--- config.mk ---
export PLATFORM = sky130hd
export DESIGN_NAME = uart_rgb_parser
export DESIGN_NICKNAME = d
export VERILOG_FILES = /design/src/rtl/uart_rgb_parser.sv
export SDC_FILE = /design/constraint.sdc
export NUM_CORES = 1
export LEC_CHECK = 0
export BUFFER_PORTS_ARGS = -buffer_cell sky130_fd_sc_hd__buf_2
export CORE_ASPECT_RATIO = 0.6
export CORE_MARGIN = 2
export CORE_UTILIZATION = 53
export CTS_CLUSTER_SIZE = 40
export DETAILED_ROUTE_END_ITERATION = 8
export MAX_ROUTING_LAYER = met4
export PLACE_DENSITY_LB_ADDON = 0.2
export SKIP_LAST_GASP = 1
export SYNTH_ARGS = -nofsm -noshare
export SYNTH_HDL_FRONTEND = slang
export SYNTH_SLANG_ARGS = --single-unit
--- constraint.sdc ---
create_clock -name clk -period 2.9 [get_ports clk]
set_clock_uncertainty 0.05 [all_clocks]
set_input_delay 0.29 -clock clk [delete_from_list [all_inputs] [get_ports clk]]
set_output_delay 0.29 -clock clk [all_outputs]
set_load 0.01 [all_outputs]
--- src/rtl/uart_rgb_parser.sv ---
// Parses HEADER,R,G,B,CHK byte frames into registered RGB outputs with one-cycle result pulses.
// Latency: pulse one cycle after the CHK byte or timeout expiry; no backpressure, every rx_valid byte is consumed.
module uart_rgb_parser #(
    parameter logic [7:0]  HEADER         = 8'hA5,
    parameter int unsigned TIMEOUT_CYCLES = 100000
) (
    input  logic       clk,
    input  logic       rst_n,
    input  logic       rx_valid,
    input  logic [7:0] rx_data,
    output logic [7:0] rgb_red,
    output logic [7:0] rgb_green,
    output logic [7:0] rgb_blue,
    output logic       rgb_update,
    output logic       frame_err,
    output logic       busy
);

    typedef enum logic [2:0] {
        IDLE,
        GET_R,
        GET_G,
        GET_B,
        GET_CHK
    } state_t;

    localparam logic [23:0] TO_LAST = 24'(TIMEOUT_CYCLES - 1);

    state_t      state_q;
    logic [23:0] cnt_q;
    logic [7:0]  shd_r_q, shd_g_q, shd_b_q;
    logic [7:0]  red_q, green_q, blue_q;
    logic        update_q, err_q;
    logic [7:0]  chk_d;

    // Carries past bit 7 fall off by truncation to 8 bits.
    assign chk_d = shd_r_q + shd_g_q + shd_b_q;

    always_ff @(posedge clk or negedge rst_n) begin
        if (!rst_n) begin
            state_q  <= IDLE;
            cnt_q    <= '0;
            shd_r_q  <= '0;
            shd_g_q  <= '0;
            shd_b_q  <= '0;
            red_q    <= '0;
            green_q  <= '0;
            blue_q   <= '0;
            update_q <= 1'b0;
            err_q    <= 1'b0;
        end else begin
            update_q <= 1'b0;
            err_q    <= 1'b0;
            if (rx_valid) begin
                // A byte arriving on the expiry cycle wins over the timeout.
                cnt_q <= '0;
                case (state_q)
                    IDLE: begin
                        if (rx_data == HEADER) begin
                            state_q <= GET_R;
                        end
                    end
                    GET_R: begin
                        shd_r_q <= rx_data;
                        state_q <= GET_G;
                    end
                    GET_G: begin
                        shd_g_q <= rx_data;
                        state_q <= GET_B;
                    end
                    GET_B: begin
                        shd_b_q <= rx_data;
                        state_q <= GET_CHK;
                    end
                    GET_CHK: begin
                        if (rx_data == chk_d) begin
                            red_q    <= shd_r_q;
                            green_q  <= shd_g_q;
                            blue_q   <= shd_b_q;
                            update_q <= 1'b1;
                        end else begin
                            err_q <= 1'b1;
                        end
                        state_q <= IDLE;
                    end
                    default: begin
                        state_q <= IDLE;
                    end
                endcase
            end else if (state_q != IDLE) begin
                if (cnt_q == TO_LAST) begin
                    err_q   <= 1'b1;
                    state_q <= IDLE;
                    cnt_q   <= '0;
                    shd_r_q <= '0;
                    shd_g_q <= '0;
                    shd_b_q <= '0;
                end else begin
                    cnt_q <= cnt_q + 24'd1;
                end
            end
        end
    end

    assign rgb_red    = red_q;
    assign rgb_green  = green_q;
    assign rgb_blue   = blue_q;
    assign rgb_update = update_q;
    assign frame_err  = err_q;
    assign busy       = (state_q != IDLE);

endmodule

After elaboration in Yosys (flattened, before gate mapping)
Cells that the tools add are included.
- add/subtract/negate cells: 3
- equality and inequality tests: 11
- mux-type cells: 24
- reduce and logical (&&, ||, !) cells: 9
- operators with widths (operator ; number):
    $mux W24 ; 3
    $mux W8 ; 8
    $add A24 B1 Y24 const B ; 1
    $eq A24 B17 Y1 const B ; 1
    $add A8 B8 Y8 ; 2
    $reduce_and A3 Y1 ; 5
    $mux W3 ; 4
    $pmux W3 S4 ; 1
    $eq A8 B8 Y1 ; 1
    $eq A8 B8 Y1 const B ; 1
    $mux W1 ; 8
    $eq A3 B2 Y1 const B ; 2
    $ne A2 B1 Y1 const B ; 3
    $reduce_bool A2 Y1 ; 2
    $eq A3 B1 Y1 const B ; 1
    $eq A3 B3 Y1 const B ; 1
    $logic_not A3 Y1 ; 1
    $ne A3 B3 Y1 const B ; 1
    $reduce_bool A3 Y1 ; 1
- register bits after elaboration: 77
- bits of input ports: 11
- logic and storage cells: 57

Logic depth before layout (Yosys ltp)
Gate-level depths: netlist of the first run.
- word-level depth: 6
- depth in mapped cells: 12
- depth with buffers taken out: 11

Worst setup path after synthesis of the first run
OpenSTA, ideal clock, no wires.
- kind: register -> register
- from: register shd_r_q[1]
- to: register blue_q[1] (netlist: rgb_blue[1])
- library setup time: 0.125 ns
- arrival time: 3.058 ns
- required time: 2.725 ns
- path slack: -0.333 ns
- stages on the path, launching flop included: 11
- cell sequence: dfrtp_1 -> fa_1 -> ha_1 -> fa_1 -> xnor2_1 -> nand4_1 -> nor3_2 -> nand2_2 -> nor4_4 -> buf_6 -> mux2_4
- cells in the longest elaborated chain, start to end: 4
- RTL lines (element ; line ; source):
    start, declared ; 31 ; logic [7:0] shd_r_q, shd_g_q, shd_b_q;
    start signal, assigned ; 64 ; shd_r_q <= rx_data;
    $add A8 B8 Y8 (2 in series) ; 37 ; assign chk_d = shd_r_q + shd_g_q + shd_b_q;
    $eq A8 B8 Y1 ; 76 ; if (rx_data == chk_d) begin
    $reduce_and A3 Y1 (no line) ; -- ;
    end signal, assigned ; 79 ; blue_q <= shd_b_q;
    end, declared ; 32 ; logic [7:0] red_q, green_q, blue_q;
No other way between the ends.
A chain may end at the register's enable or synchronous reset.

Final worst setup path of the first run
- from: register shd_r_q[1]
- to: register blue_q[0] (netlist: rgb_blue[0])
Same word-level chain as after synthesis.

==> results of run 1 <==
==> worst min-delay path by stage <==
stage | slack (ps) | cells after the start | start | endpoint
floorplan | -60 | 0 | rst_n | cnt_q[0]
global placement | 430 | 1 | cnt_q[21] | cnt_q[21]
detailed placement | 440 | 1 | rgb_green[4] | rgb_green[4]
CTS | 90 | 1 | rst_n | cnt_q[20]
global route | 130 | 1 | rst_n | cnt_q[0]
finish | 20 | 1 | rst_n | cnt_q[23]
==> logic make-up (layout without fill, tap and decap cells) <==
family                   count (synthesis)  in the layout  synth area share
multiplexers                            32             32             0.109
flip-flops                              77             77             0.492
XOR/XNOR                                30             30            0.0706
buffers and inverters                   18            103            0.0217
AND/OR/NAND/NOR                        108            108             0.141
AO/OA/AOI/OAI                           59             59             0.103
adder cells (fa/ha/maj)                 15             15            0.0633
==> final cells by class <==
class                   instances  share of cell area
clock buffers                  13              0.0559
repair buffers                 77               0.106
well taps                      91              0.0236
clock inverters                 3             0.00880
flip-flops and latches         77               0.399
inverters                      10             0.00777
multi-input cells             244               0.400
==> synthesized netlist by cell type (7+ instances only) <==
cell | instances | share of area
mux2_4 | 20 | 0.077
ha_1 | 7 | 0.022
a21oi_1 | 10 | 0.013
dfrtp_1 | 77 | 0.49
nand3_1 | 15 | 0.019
nand4_1 | 7 | 0.011
a22o_1 | 15 | 0.034
o21ai_0 | 14 | 0.018
and3_1 | 8 | 0.013
mux2i_1 | 8 | 0.020
nor2_1 | 32 | 0.031
inv_1 | 10 | 0.0096
xor2_1 | 12 | 0.027
xnor2_1 | 17 | 0.038
nand2_1 | 23 | 0.022
fa_1 | 8 | 0.041
==> sequential cells by signal (all words and copies together), names as in the netlist <==
| signal | flops |
|---|---|
| frame_err | 1 |
| rgb_blue | 8 |
| shd_r_q | 8 |
| state_q | 3 |
| rgb_red | 8 |
| rgb_update | 1 |
| rgb_green | 8 |
| shd_b_q | 8 |
| cnt_q | 24 |
| shd_g_q | 8 |
==> metal layers <==
| metal | global-route usage | vias up | part of all wire |
|---|---|---|---|
| li1 | - | 1388 | - |
| met1 | 0.404 | 1456 | 0.50 |
| met2 | 0.329 | 111 | 0.42 |
| met3 | 0.0660 | 11 | 0.068 |
| met4 | 0.0910 | 0 | 0.014 |
| met5 | - | - | 0 |
==> through the flow <==
step | cell area, um^2 | setup slack, ps
finish | 4830 | -344
global route | 4830 | -478
detailed placement | 4430 | -394
floorplan | 3920 | -293
global placement | 4430 | -259
CTS | 4810 | -250
==> cell usage in the layout (no fill, tap or decap), types with 2 or more instances in the layout <==
master     Yosys  routed
mux2_2         4       4
clkbuf_16      0       9
o21ai_0       14      14
nand4_1        7       7
nor4_1         6       6
buf_4          0      36
a21o_1         2       2
nand2_1       23      23
nor3_1         4       3
o21bai_1       2       2
nand3_1       15      15
ha_1           7       6
clkbuf_8       0       3
a21oi_1       10      10
and3_1         8       8
a22o_2         2       2
fa_1           8       8
nor4b_1        2       2
mux2_4        20      20
xnor2_1       17      16
dfrtp_1       77      77
or3_1          2       2
a22o_1        15      15
inv_1         10      10
nor2_1        32      32
a31oi_1        6       6
mux2i_1        8       8
xor2_1        12      12
buf_2          1      36
buf_6          2       4
==> report_power, final <==
group          switching [mW]  internal, mW
sequential              0.178          1.27
clock                   0.426         0.735
combinational            1.51          1.39
==> critical path, delay by kind of cell (launching register included) <==
family	cells	cell delay (ps)
DFF	1	400
xor gates and xnor gates	1	170
muxes	1	330
buffers and inverters	2	320
AOI/OAI and AO/OA	2	340
adders and majority gates	3	1100
and+or+nand+nor	2	400
==> repair_timing <==
item	in CTS	in global routing
hold buffers	0	0
endpoints found under the setup margin	24	25
pin swaps	3	2
buffers inserted	3	4
gates cloned	2	0
resized for setup	8	5
==> run summary, run 1 <==
Seq cells post-synth -> 77
Mapped Area -> 0.00392 mm^2
Die area -> 0.00812 mm^2
Worst reg2reg path depth -> 11
CP Launch Point -> shd_r_q[1]
Vias in the first global route -> 2872
Data required time at the worst endpoint -> 3080 ps
WL final -> 9.24 mm
Root Buffer -> clkbuf_16
Hold_ws -> 24.2 ps
Row count -> 24
CP max stage delay -> 500 ps
Initial antenna violation count -> 0
Unique masters post-synth -> 47
Final ANT Viol Nets -> 0
Number of synthesized flops with an enable pin -> 0
Chip Width -> 115 um
Final HPWL DP -> 6.46 mm
Fin. Hold Viols -> 0
Synth warnings -> 0
Setup slack after layout -> -344 ps
CP Capture Type -> flop
TritonCTS buffer count -> 9
Placed cell count -> 493
Non-Filler Instances -> 515
CTS tree -> yes
Critical path launch point type -> flop
Multi-input logic area -> 0.00193 mm^2
Most common cell on crit path -> fa_1
Reg clk slew, reported paths -> 60 ps
Worst VDD drop -> 0.753 mV
RR Endpoint -> rgb_blue[0]
Sequential cell area -> 0.00193 mm^2
DR vias/cell -> 5.76
Worst-margin pin slew -> 964 ps
Mapped Cells -> 339
Drt first pass iters -> 6
Power Density -> 1140 mW/mm^2
GRT Util Overall -> 0.261
# port buffers -> 37
Tot Pwr -> 5.51 mW
Core box area -> 0.00721 mm^2
Final Max Slew Viols -> 0
Die Y -> 70.6 um
Crit path to -> rgb_blue[0]
Fmax -> 308 MHz
Filler Cells Inserted -> 565
H-tree depth -> 3
Class of the worst hold path -> in2async
Clock latency on the worst-skew pair -> 340 ps
Wire per inst -> 17.9 um
Synth async-reset ratio -> 1.00
Largest net degree at the start of global routing -> 78
TNS Setup -> -7630 ps
Leakage -> 2.34 nW
Crit-path cells -> fa_1 > ha_2 > fa_1 > nand3_1 > a21oi_1 > a211oi_2 > xnor2_2 > nor4_4 > buf_4 > buf_6 > mux2_2
Nets -> 445
Num Clock Sinks -> 77
GRT overflow -> 0
# Max-Cap Violations -> 0
Worst Path Arrival -> 3420 ps
Via count -> 2966
Crit-path max FO -> 6
Finished Core Util -> 0.670
Synth-to-Final Area Change -> 23.4%
Flop2flop setup slack -> -340 ps
Failing checks -> negative setup slack
Primary FF master, synth -> dfrtp_1
Avg Inst Size Synth -> 11.6 um^2
Reg-to-Reg Start -> shd_r_q[1]
Seq/Total Area, Yosys -> 0.492
First-pass GRT wire length -> 15.2 mm
Initial core utilization -> 0.543
DR DRC count -> 0
Status -> finished, violations left
RSZ-0062 raised after global routing -> true
Setup violations, final -> 24
Critical setup path kind -> reg2reg
DR iter-0 viols -> 177
Final critical-path required period -> 3240 ps
Relative slew margins -> 0.358
Syn nets -> 365
Worst path slowest cell -> fa_1
Placer Congestion -> 0.904
Share of layout cells above drive strength 1 -> 0.304
Final worst-path cycle share -> 1.12
Clk buf depth -> 2
IO Count -> 38
Antenna cell count -> 0
No activity file was read; power rests on OpenSTA's default activity.
==> run 2, diff against run 1 <==
Settings changed: CELL_PAD_IN_SITES_DETAIL_PLACEMENT set to 1, CELL_PAD_IN_SITES_GLOBAL_PLACEMENT set to 2, CORE_UTILIZATION 53 to 36.
==> run summary, run 2 (synthesized netlist as in run 1, its figures left out) <==
Status -> finished, violations left
Failing checks -> negative setup slack
GRT Util Overall -> 0.199
Hold_ws -> 52.4 ps
# port buffers -> 37
Power Density -> 1150 mW/mm^2
Commonest non-fill, non-tap cells in the layout -> dfrtp_1, buf_4, buf_2, nor2_1, nand2_1
Critical setup path kind -> reg2reg
Data required time at the worst endpoint -> 3070 ps
Most common cell on crit path -> fa_1
CP max stage delay -> 550 ps
Placer Congestion -> 0.794
Nets -> 453
Hold_buf cts -> 0
DR DRC count -> 0
Die Y -> 84.8 um
Setup slack after layout -> -444 ps
CP Capture Type -> flop
Via count -> 2977
Kind of cell adding the most delay to the critical path -> adder cells
Fmax -> 299 MHz
Vias in the first global route -> 3065
Reg clk slew, reported paths -> 60 ps
RSZ-0062 raised after global routing -> true
# Max-Cap Violations -> 0
DR iter-0 viols -> 157
Worst path slowest cell -> fa_1
Crit-path max FO -> 12
H-tree depth -> 3
DR vias/cell -> 5.21
Setup violations, final -> 24
Antenna cell count -> 0
GRT overflow -> 0
Critical path launch point type -> flop
Worst-margin pin slew -> 998 ps
Worst VDD drop -> 0.604 mV
Largest register by flop count -> cnt_q
Synth-to-Final Area Change -> 26.7%
Largest net degree at the start of global routing -> 78
Share of layout cells above drive strength 1 -> 0.324
Final HPWL DP -> 7.66 mm
Final critical-path required period -> 3340 ps
Final worst-path cycle share -> 1.15
Class of the worst hold path -> in2async
Clock latency on the worst-skew pair -> 330 ps
Crit-path cells -> fa_1 > ha_2 > fa_1 > xnor2_1 > nand4_1 > nor3_2 > nand2_2 > nor4_4 > buf_4 > buf_12 > mux2_2
Core box area -> 0.0106 mm^2
Buf/Inv on CP -> 2
First-pass GRT wire length -> 17.5 mm
Initial core utilization -> 0.370
Worst Path Arrival -> 3510 ps
Die area -> 0.0118 mm^2
CTS tree -> yes
Fin. Hold Viols -> 0
Num Clock Sinks -> 77
WL final -> 11.0 mm
Chip Width -> 139 um
Final Max Slew Viols -> 0
Initial antenna violation count -> 0
Max FFs per register -> 24
Leakage -> 2.37 nW
Commonest non-fill, non-tap cell in the layout -> dfrtp_1
IO Count -> 38
Wire per inst -> 19.2 um
Row count -> 29
Relative slew margins -> 0.335
DP Worst Slack -> -446 ps
Final ANT Viol Nets -> 0
Drt first pass iters -> 4
Clk buf depth -> 2
TritonCTS buffer count -> 9
Tot Pwr -> 5.73 mW
Root Buffer -> clkbuf_16
run 2: final timing paths:
check                           start  slack (ps)          end  cells past startpoint
setup / recovery           shd_r_q[1]        -440  rgb_blue[7]                     11
max in group asynchronous       rst_n        2080    cnt_q[14]                      1
min in group clk           rx_data[7]         230   shd_b_q[7]                      2
hold / removal                  rst_n          50     cnt_q[5]                      1
hold reg to reg             cnt_q[21]         460    cnt_q[21]                      1
setup reg to reg           shd_r_q[1]        -440  rgb_blue[7]                     11
run 2: report_power, final:
part	internal, mW	switching [mW]
clock	0.713	0.447
combinational	1.52	1.60
sequential	1.27	0.184
run 2: stage by stage:
step / setup TNS (ps) / cells / utilization / cell area, um^2
2_1_floorplan: -6440 / 339 / - / 3920
3_3_place_gp: -7140 / 548 / 0.430 / 4550
3_5_place_dp: -9540 / 548 / 0.430 / 4550
4_1_cts: -9680 / 565 / 0.460 / 4880
5_1_grt: -13230 / 571 / 0.468 / 4960
6_report: -9790 / 571 / 0.468 / 4960
run 2: what timing repair did:
| action | 4_1_cts | 5_1_grt |
|---|---|---|
| cloned | 0 | 2 |
| pin swaps | 0 | 4 |
| setup buffers | 2 | 4 |
| setup endpoints to repair | 26 | 26 |
| gates resized for setup | 2 | 4 |
run 2: layout make-up:
class | instances | area, um^2
inverters | 10 | 37.5
clock buffers | 11 | 253
multi-input cells | 244 | 1930
flip-flops and latches | 77 | 1930
fillers | 1169 | 5630
repair buffers | 85 | 586
well taps | 139 | 174
clock inverters | 5 | 58.8
run 2: per-layer routing:
metal | share of wire | vias up | wire length (um) | GRT usage
met5 | 0 | - | 0 | -
met4 | 0.0046 | 0 | 50 | 0.0358
met3 | 0.043 | 6 | 467 | 0.0519
met2 | 0.41 | 47 | 4510 | 0.260
met1 | 0.54 | 1530 | 5920 | 0.309
li1 | - | 1394 | - | -
